## src/rtl/fir_root_if.sv

```systemverilog
// rtl/fir_root_if.sv - sample/coefficient/result bundle for fir_root
//
// Signals (DATA_W bits each):
//   Data_i    sample stream into the filter
//   B0..B6    quasi-static tap coefficients
//   FIRout    registered upper byte of the clamped filter sum
//   ROOTout   registered floor(sqrt) of the clamped filter sum
// Modports:
//   master    drives samples and coefficients, observes results
//   slave     the filter side
interface fir_root_if #(
    parameter int DATA_W = 8
);
    logic [DATA_W-1:0] Data_i;
    logic [DATA_W-1:0] B0;
    logic [DATA_W-1:0] B1;
    logic [DATA_W-1:0] B2;
    logic [DATA_W-1:0] B3;
    logic [DATA_W-1:0] B4;
    logic [DATA_W-1:0] B5;
    logic [DATA_W-1:0] B6;
    logic [DATA_W-1:0] FIRout;
    logic [DATA_W-1:0] ROOTout;

    modport master (
        output Data_i, B0, B1, B2, B3, B4, B5, B6,
        input  FIRout, ROOTout
    );

    modport slave (
        input  Data_i, B0, B1, B2, B3, B4, B5, B6,
        output FIRout, ROOTout
    );
endinterface

```

## src/rtl/fir_root.sv

```systemverilog
// rtl/fir_root.sv - 7-tap FIR filter followed by a pipelined integer square root
//
// Ports:
//   Clk     rising-edge clock
//   Rst_n   synchronous reset, active HIGH despite the name
//   bus     fir_root_if.slave: Data_i, B0..B6 in; FIRout, ROOTout out
// Latency: FIRout one edge after a sample enters the delay line,
//          ROOTout eight edges after FIRout for the same sum.
// Build option: define FIRROOT_SAT_EN to saturate the sum at 2^(2*DATA_W)-1;
//               without it the sum wraps modulo 2^(2*DATA_W).
module fir_root #(
    parameter int DATA_W = 8
) (
    input  logic       Clk,
    input  logic       Rst_n,
    fir_root_if.slave  bus
);
    localparam int TAPS = 7;
    localparam int C_W  = 2 * DATA_W;
    // Remainder never exceeds 2*root, so DATA_W+1 bits hold it; two more
    // bits leave room for the next radicand digit pair shifted in.
    localparam int RW   = DATA_W + 3;
`ifdef FIRROOT_SAT_EN
    localparam int SUM_W = C_W + 3;
`else
    // Wrap-around build only needs the low bits; truncating every partial
    // sum gives the same result as truncating the full sum.
    localparam int SUM_W = C_W;
`endif

    logic [DATA_W-1:0] coef [TAPS];
    logic [DATA_W-1:0] x_q  [TAPS];
    logic [SUM_W-1:0]  sum;
    logic [C_W-1:0]    c_next;
    logic [C_W-1:0]    c_q;

    assign coef[0] = bus.B0;
    assign coef[1] = bus.B1;
    assign coef[2] = bus.B2;
    assign coef[3] = bus.B3;
    assign coef[4] = bus.B4;
    assign coef[5] = bus.B5;
    assign coef[6] = bus.B6;

    // Sum works on the taps already in the delay line, so the result of a
    // sample loaded at edge t is registered at edge t+1.
    always_comb begin
        sum = '0;
        for (int k = 0; k < TAPS; k++) begin
            sum = sum + SUM_W'(x_q[k]) * SUM_W'(coef[k]);
        end
    end

`ifdef FIRROOT_SAT_EN
    always_comb begin
        c_next = sum[C_W-1:0];
        if (sum > SUM_W'({C_W{1'b1}})) begin
            c_next = '1;
        end
    end
`else
    assign c_next = sum;
`endif

    always_ff @(posedge Clk) begin
        if (Rst_n) begin
            for (int k = 0; k < TAPS; k++) begin
                x_q[k] <= '0;
            end
            c_q <= '0;
        end else begin
            x_q[0] <= bus.Data_i;
            for (int k = 1; k < TAPS; k++) begin
                x_q[k] <= x_q[k-1];
            end
            c_q <= c_next;
        end
    end

    // One restoring square-root digit: bring down the next two radicand
    // bits, try subtracting 4*root+1, keep the result bit if it fits.
    function automatic void sqrt_step(
        input  logic [C_W-1:0]    rad_in,
        input  logic [RW-1:0]     rem_in,
        input  logic [DATA_W-1:0] root_in,
        output logic [C_W-1:0]    rad_out,
        output logic [RW-1:0]     rem_out,
        output logic [DATA_W-1:0] root_out
    );
        logic [RW-1:0] cur;
        logic [RW-1:0] trial;
        cur   = (rem_in << 2) | RW'(rad_in[C_W-1 -: 2]);
        trial = (RW'(root_in) << 2) | RW'(1);
        if (cur >= trial) begin
            rem_out  = cur - trial;
            root_out = (root_in << 1) | DATA_W'(1);
        end else begin
            rem_out  = cur;
            root_out = root_in << 1;
        end
        rad_out = rad_in << 2;
    endfunction

    logic [C_W-1:0]    rad_nx  [DATA_W];
    logic [RW-1:0]     rem_nx  [DATA_W];
    logic [DATA_W-1:0] root_nx [DATA_W];
    logic [C_W-1:0]    rad_q   [DATA_W];
    logic [RW-1:0]     rem_q   [DATA_W];
    logic [DATA_W-1:0] root_q  [DATA_W];

    always_comb begin
        for (int s = 0; s < DATA_W; s++) begin
            rad_nx[s]  = '0;
            rem_nx[s]  = '0;
            root_nx[s] = '0;
        end
        sqrt_step(c_q, '0, '0, rad_nx[0], rem_nx[0], root_nx[0]);
        for (int s = 1; s < DATA_W; s++) begin
            sqrt_step(rad_q[s-1], rem_q[s-1], root_q[s-1],
                      rad_nx[s], rem_nx[s], root_nx[s]);
        end
    end

    always_ff @(posedge Clk) begin
        if (Rst_n) begin
            for (int s = 0; s < DATA_W; s++) begin
                rad_q[s]  <= '0;
                rem_q[s]  <= '0;
                root_q[s] <= '0;
            end
        end else begin
            for (int s = 0; s < DATA_W; s++) begin
                rad_q[s]  <= rad_nx[s];
                rem_q[s]  <= rem_nx[s];
                root_q[s] <= root_nx[s];
            end
        end
    end

    assign bus.FIRout  = c_q[C_W-1 -: DATA_W];
    assign bus.ROOTout = root_q[DATA_W-1];
endmodule

```

## src/flat_wrapper.sv

```systemverilog
// flat-port wrapper written by rule: the top's interface ports become plain ports
module fir_root_flat 
#(
    parameter int DATA_W = 8
)
  (Clk, Rst_n, bus_Data_i, bus_B0, bus_B1, bus_B2, bus_B3, bus_B4, bus_B5, bus_B6, bus_FIRout, bus_ROOTout);
  fir_root_if #(.DATA_W(DATA_W)) bus_i ();
  input  logic Clk;
  input  logic Rst_n;
  input wire logic [$bits(bus_i.Data_i)-1:0] bus_Data_i;
  input wire logic [$bits(bus_i.B0)-1:0] bus_B0;
  input wire logic [$bits(bus_i.B1)-1:0] bus_B1;
  input wire logic [$bits(bus_i.B2)-1:0] bus_B2;
  input wire logic [$bits(bus_i.B3)-1:0] bus_B3;
  input wire logic [$bits(bus_i.B4)-1:0] bus_B4;
  input wire logic [$bits(bus_i.B5)-1:0] bus_B5;
  input wire logic [$bits(bus_i.B6)-1:0] bus_B6;
  output wire logic [$bits(bus_i.FIRout)-1:0] bus_FIRout;
  output wire logic [$bits(bus_i.ROOTout)-1:0] bus_ROOTout;
  assign bus_i.Data_i = bus_Data_i;
  assign bus_i.B0 = bus_B0;
  assign bus_i.B1 = bus_B1;
  assign bus_i.B2 = bus_B2;
  assign bus_i.B3 = bus_B3;
  assign bus_i.B4 = bus_B4;
  assign bus_i.B5 = bus_B5;
  assign bus_i.B6 = bus_B6;
  assign bus_FIRout = bus_i.FIRout;
  assign bus_ROOTout = bus_i.ROOTout;
  fir_root #(.DATA_W(DATA_W)) u_core (.Clk(Clk), .Rst_n(Rst_n), .bus(bus_i));
endmodule
```

## config.mk

```make
export PLATFORM = sky130hd
export DESIGN_NAME = fir_root_flat
export DESIGN_NICKNAME = d
export VERILOG_FILES = /design/src/rtl/fir_root_if.sv /design/src/rtl/fir_root.sv /design/src/flat_wrapper.sv
export SDC_FILE = /design/constraint.sdc
export NUM_CORES = 1
export LEC_CHECK = 0
export BUFFER_PORTS_ARGS = -buffer_cell sky130_fd_sc_hd__clkbuf_2
export CAP_MARGIN = 20
export CORE_ASPECT_RATIO = 2
export CORE_MARGIN = 5
export CORE_UTILIZATION = 42
export CTS_CLUSTER_DIAMETER = 80
export DETAILED_ROUTE_END_ITERATION = 10
export PLACE_DENSITY_LB_ADDON = 0.15
export SLEW_MARGIN = 20
export SYNTH_ARGS = -nofsm -noshare
export SYNTH_HDL_FRONTEND = slang
export SYNTH_SLANG_ARGS = --single-unit
```

## constraint.sdc

```tcl
create_clock -name Clk -period 14 [get_ports Clk]
set_input_delay 0 -clock Clk [delete_from_list [all_inputs] [get_ports Clk]]
set_output_delay 0 -clock Clk [all_outputs]
set_load 0.01 [all_outputs]
```

-- After elaboration in Yosys (flattened, before gate mapping)
Memories as Yosys holds them, arrays and structs flattened.
Index checks and enable logic that the tools add are counted.
- $add $sub $neg: 14
- $mul: 7
- magnitude comparators: 8
- multiplexer cells: 50
- bitwise gates (word level): 38
- operator list (cell ; count):
    two-way mux 11 bit ; 16
    two-way mux 8 bit ; 15
    multiplier 8 x 8 -> 16 bit ; 7
    two-way mux 14 bit ; 8
    adder 16 bit ; 6
    greater-or-equal comparator 11 x 10 -> 1 bit ; 7
    bitwise OR 11 x 2 -> 11 bit ; 7
    subtractor 11 x 10 -> 11 bit ; 7
    bitwise OR 1 bit ; 31
    two-way mux 1 bit ; 11
    subtractor 2 x 1 -> 3 bit, second input constant ; 1
    greater-or-equal comparator 2 x 1 -> 1 bit, second input constant ; 1
- flip-flop bits (word level): 16
- memory bits (writable): 320
- bits of input ports: 66
- output and inout port bits: 16
- word-level logic and storage cells: 122
- memories kept: 4
- memories (name ; depth ; width ; read ports ; clocked after Yosys merged registers in ; write ports ; RTL line ; source):
    u_core.rad_q ; 8 ; 14 ; 7 ; 0 ; 8 ; fir_root.sv:107 ; logic [C_W-1:0] rad_q [DATA_W];
    u_core.rem_q ; 8 ; 11 ; 7 ; 0 ; 8 ; fir_root.sv:108 ; logic [RW-1:0] rem_q [DATA_W];
    u_core.root_q ; 8 ; 8 ; 8 ; 0 ; 8 ; fir_root.sv:109 ; logic [DATA_W-1:0] root_q [DATA_W];
    u_core.x_q ; 7 ; 8 ; 7 ; 0 ; 7 ; fir_root.sv:32 ; logic [DATA_W-1:0] x_q [TAPS];

-- Longest topological paths before layout
An unclocked memory read counts as a cell.
- word-level depth: 8
- depth in mapped cells: 27

-- Worst setup path after synthesis
Ideal clock, no wire load.
- path kind: reg2reg
- start point: mem u_core.x_q[0][5]
- end point: reg u_core.c_q[13]
- library setup time: 128 ps
- arrival: 6694 ps
- slack: 7178 ps
- cell stages (with the launch flop): 26
- buffers on the path: 1
- cell sequence: dfxtp_1 clkbuf_1 nand2_1 fa_1 inv_1 fa_1 inv_1 fa_1 inv_1 fa_1 inv_1 fa_1 inv_1 fa_1 fa_1 fa_1 inv_1 fa_1 inv_1 ha_1 o21a_1 o21ai_0 o31ai_1 a41oi_1 xor2_1 nor2_1
- RTL lines (item ; RTL line ; source):
    from (decl) ; fir_root.sv:32 ;
    to (signal assigned) ; fir_root.sv:76 ; c_q <= c_next;
    to (decl) ; fir_root.sv:35 ; logic [C_W-1:0] c_q;

==> results.toml <==
[power_and_ir_drop]
finalPower_mw = 2.80
ir_worst_vdd_uv = 85.5
p_int_mw = 1.69
p_seq_share_pct = 28.7
power_frac_comb_pct = 48.0
clkPwrFrac_pct = 23.4
p_switching_mw = 1.11
p_per_area_nw_per_um2 = 112
leakagePower_nw = 12.4
switching_share_pct = 39.5

[synth]
yosys.area_share.simple_pct = 17.6
synth-compound-area-share_pct = 3.45
synth.cell_area_um2 = 23100
ys.flop_type = "dfxtp_1"
synthDistinctLibCells = 60
synthCells = 2406
synth_edf_count = 0
ys_ff_latch = 221
syn_area_per_cell_um2 = 9.61
syn-num-nets = 3097
synth_top_family_by_area = "adder cells"
seq_area_frac_synth_pct = 19.1
muxShareOfSynthArea_pct = 0.746
yosys.area_share.adder_pct = 46.8
synthXorXnorAreaFrac_pct = 2.03
yosysWarnings = 0
postSynth.asyncResetShare_pct = 0

[setup_path]
arrival_ps = 7770
startpoint_type = "flop"
critPathKind = "reg2reg"
r2r-start = "u_core.x_q[0][7]$_SDFF_PP0_"
endpoint_kind = "flop"
r2r_slack_ps = 6620
crit_start = "u_core.x_q[0][7]$_SDFF_PP0_"
crit_required_ps = 14400
critPathMaxFanout = 9
endpoint = "u_core.c_q[13]$_SDFF_PP0_"
r2r-end = "u_core.c_q[13]$_SDFF_PP0_"
r2r_cells = 23

[clocking]
cts_tree = "yes"
clk_latency_ps = 560
cts_setup_buffers = 0
clk_path_buf_depth = 3
cts_num_sinks = 221
clk_pin_slew_ps = 60
h-tree-depth = 1
clockRootBuffer = "clkbuf_16"
cts-resized-gates = 0
cts_made_buffers = 25

[status]
status = "finished, final reports clean"

[placed_design]
gp_congestion = 0.877
dp_slack_ps = 6600
port_buffers = 81
hpwl_mm = 51.0
placed_cell_area_um2 = 24200

[timing]
post-route-period-util_pct = 52.7
setup_tns_ps = 0
final_max_slew_viol_count = 0
fmax_mhz = 136
finClkSkew_ps = 13.5
slew_headroom_pct = 32.2
layout_setup_ws_ps = 6620
finalHoldViolations = 0
tightest_slew_ps = 1020
rsz0062_at_grt = "false"
setup_viol = 0
fin_crit_ps = 7380

[run]
maxCapViolations = 0

[detailed_routing]
totalWireLength_mm = 58.6
ant_nets = 0
drt-vias-per-instance = 4.85
drc = 0
wire_per_inst_um = 18.5
vias = 15400
drtPass1Iterations = 5
drt_iter0_markers = 578

[floorplanning]
ios = 82
coreArea_um2 = 54500
start_util_pct = 42.4
die_y_um = 342
die_x_um = 176
row_count = 121
dieArea_um2 = 60200

[global_route]
grt_max_degree = 100
grtUsageTotal_pct = 20.2
grt_overflow = 0
first_global_vias = 17500
antenna_found_initial = 2
grt_pass1_wl_mm = 94.0

[finish]
area_growth_pct = 8.44
drive_gt1_share_pct = 5.48
n_fill_cell = 5309
final_core_util_pct = 46.0
nNetsFinal = 3174
fin_area_um2 = 25100

[worst_hold_path]
worstHoldStart = "bus_B0[0]"
hp-class = "in2reg"
-- cell families after synthesis --
| family | after synthesis |
|---|---|
| adders and majority gates | 625 |
| xor gates and xnor gates | 52 |
| buffers and inverters | 614 |
| AOI/OAI and AO/OA | 120 |
| other | 1 |
| muxes | 17 |
| and+or+nand+nor | 756 |
| DFF | 221 |
-- repair_timing --
item / CTS / global route
endpoints found under the hold margin: 47 / 0
endpoints found under the setup margin: 0 / 0
hold buffers: 9 / 0
-- how the worst min path moves through the flow --
stage                                       end  slack (ps)  cells past startpoint
floorplan           u_core.x_q[0][0]$_SDFF_PP0_         130                      1
global placement    u_core.x_q[0][7]$_SDFF_PP0_         220                      2
detailed placement  u_core.x_q[0][7]$_SDFF_PP0_         220                      2
CTS                    u_core.c_q[0]$_SDFF_PP0_          10                      4
global route           u_core.c_q[0]$_SDFF_PP0_          40                      4
finish                 u_core.c_q[0]$_SDFF_PP0_          40                      4
-- metrics by stage --
| stage | hold slack, ps | std cells |
|---|---|---|
| final | 35.1 | 3175 |
| after floorplan | 128 | 2406 |
| after global placement | 220 | 3122 |
| after detailed placement | 222 | 3122 |
| after CTS | 12.8 | 3173 |
| after global routing | 40.2 | 3175 |
-- cell type report --
type / instances / area, um^2 / area share (%)
Sequential cell: 221 / 4420 / 17.6
Clock buffer: 31 / 658 / 2.62
Tap cell: 676 / 846 / 3.37
Inverter: 571 / 2140 / 8.54
Antenna cell: 1 / 2.50 / 0.00998
Timing Repair Buffer: 93 / 524 / 2.09
Multi-Input combinational cell: 1571 / 16300 / 65.2
Clock inverter: 11 / 140 / 0.559
-- metal layers --
metal / up-vias / wire, um / GRT usage (%)
li1: 7272 / - / -
met1: 7790 / 19500 / 19.5
met2: 239 / 34200 / 41.4
met3: 113 / 1300 / 1.58
met4: 0 / 3600 / 10.4
met5: - / 0 / 0
-- cells in the mapped netlist, drive strengths merged (18+ instances only) --
master	n	area, um^2
nor2	103	387
o21a	18	135
dfxtp	221	4420
inv	571	2140
o21ai	26	134
fa	401	8030
nor2b	127	795
and2	289	1810
nor3	19	95.1
clkbuf	29	109
xnor2	41	359
nand2	174	653
a21oi	33	169
ha	224	2800
-- worst max-delay path, stage by stage, from the launching register on --
cell and delay (ps):
dfxtp_1 580, nand2_1 140, fa_1 550, inv_1 50, fa_1 500, inv_1 50, fa_1 500, inv_1 60
fa_1 600, inv_1 80, fa_1 540, inv_1 50, fa_1 490, fa_1 520, fa_1 490, inv_1 50
fa_1 490, inv_1 50, ha_1 320, o21ai_0 130, o31ai_1 570, a41oi_1 220, xor2_1 160, nor2_1 50
-- power groups by stage --
stage	Clock [mW]	Sequential (mW)	Combinational, mW
5_1_grt	0.696	0.813	1.51
6_report	0.654	0.802	1.34
2_1_floorplan	0	0.789	1.02
3_5_place_dp	0	0.817	1.34
4_1_cts	0.677	0.804	1.35
3_3_place_gp	0	0.816	1.32
-- cells in the final DEF (no fill, tap or decap), types with 4 or more instances in the layout --
cell / Yosys / layout
o21a_1: 18 / 18
nand3_1: 5 / 5
ha_1: 224 / 224
nor4_1: 5 / 5
xnor2_1: 41 / 41
dfxtp_1: 221 / 221
xor2_1: 10 / 10
nor3_1: 19 / 19
inv_1: 571 / 571
clkbuf_1: 29 / 5
o21ai_0: 22 / 22
a21oi_1: 32 / 32
fa_1: 401 / 401
clkinvlp_4: 0 / 4
nand2_1: 174 / 174
clkbuf_16: 0 / 25
dlygate4sd3_1: 0 / 9
or3_1: 5 / 5
mux2i_1: 15 / 15
clkbuf_2: 0 / 80
a211oi_1: 8 / 8
and2_1: 289 / 289
nor2b_1: 127 / 127
a21o_1: 8 / 8
nor2_1: 103 / 103
a21boi_0: 4 / 4
nand2b_1: 4 / 4
o31ai_1: 4 / 4
-- flip-flops by register name, summed over array words and instances, names as in the netlist --
signal,cells
u_core.c_q,16
u_core.rad_q,56
u_core.rem_q,57
u_core.root_q,36
u_core.x_q,56
(Power assumes the default switching activity.)
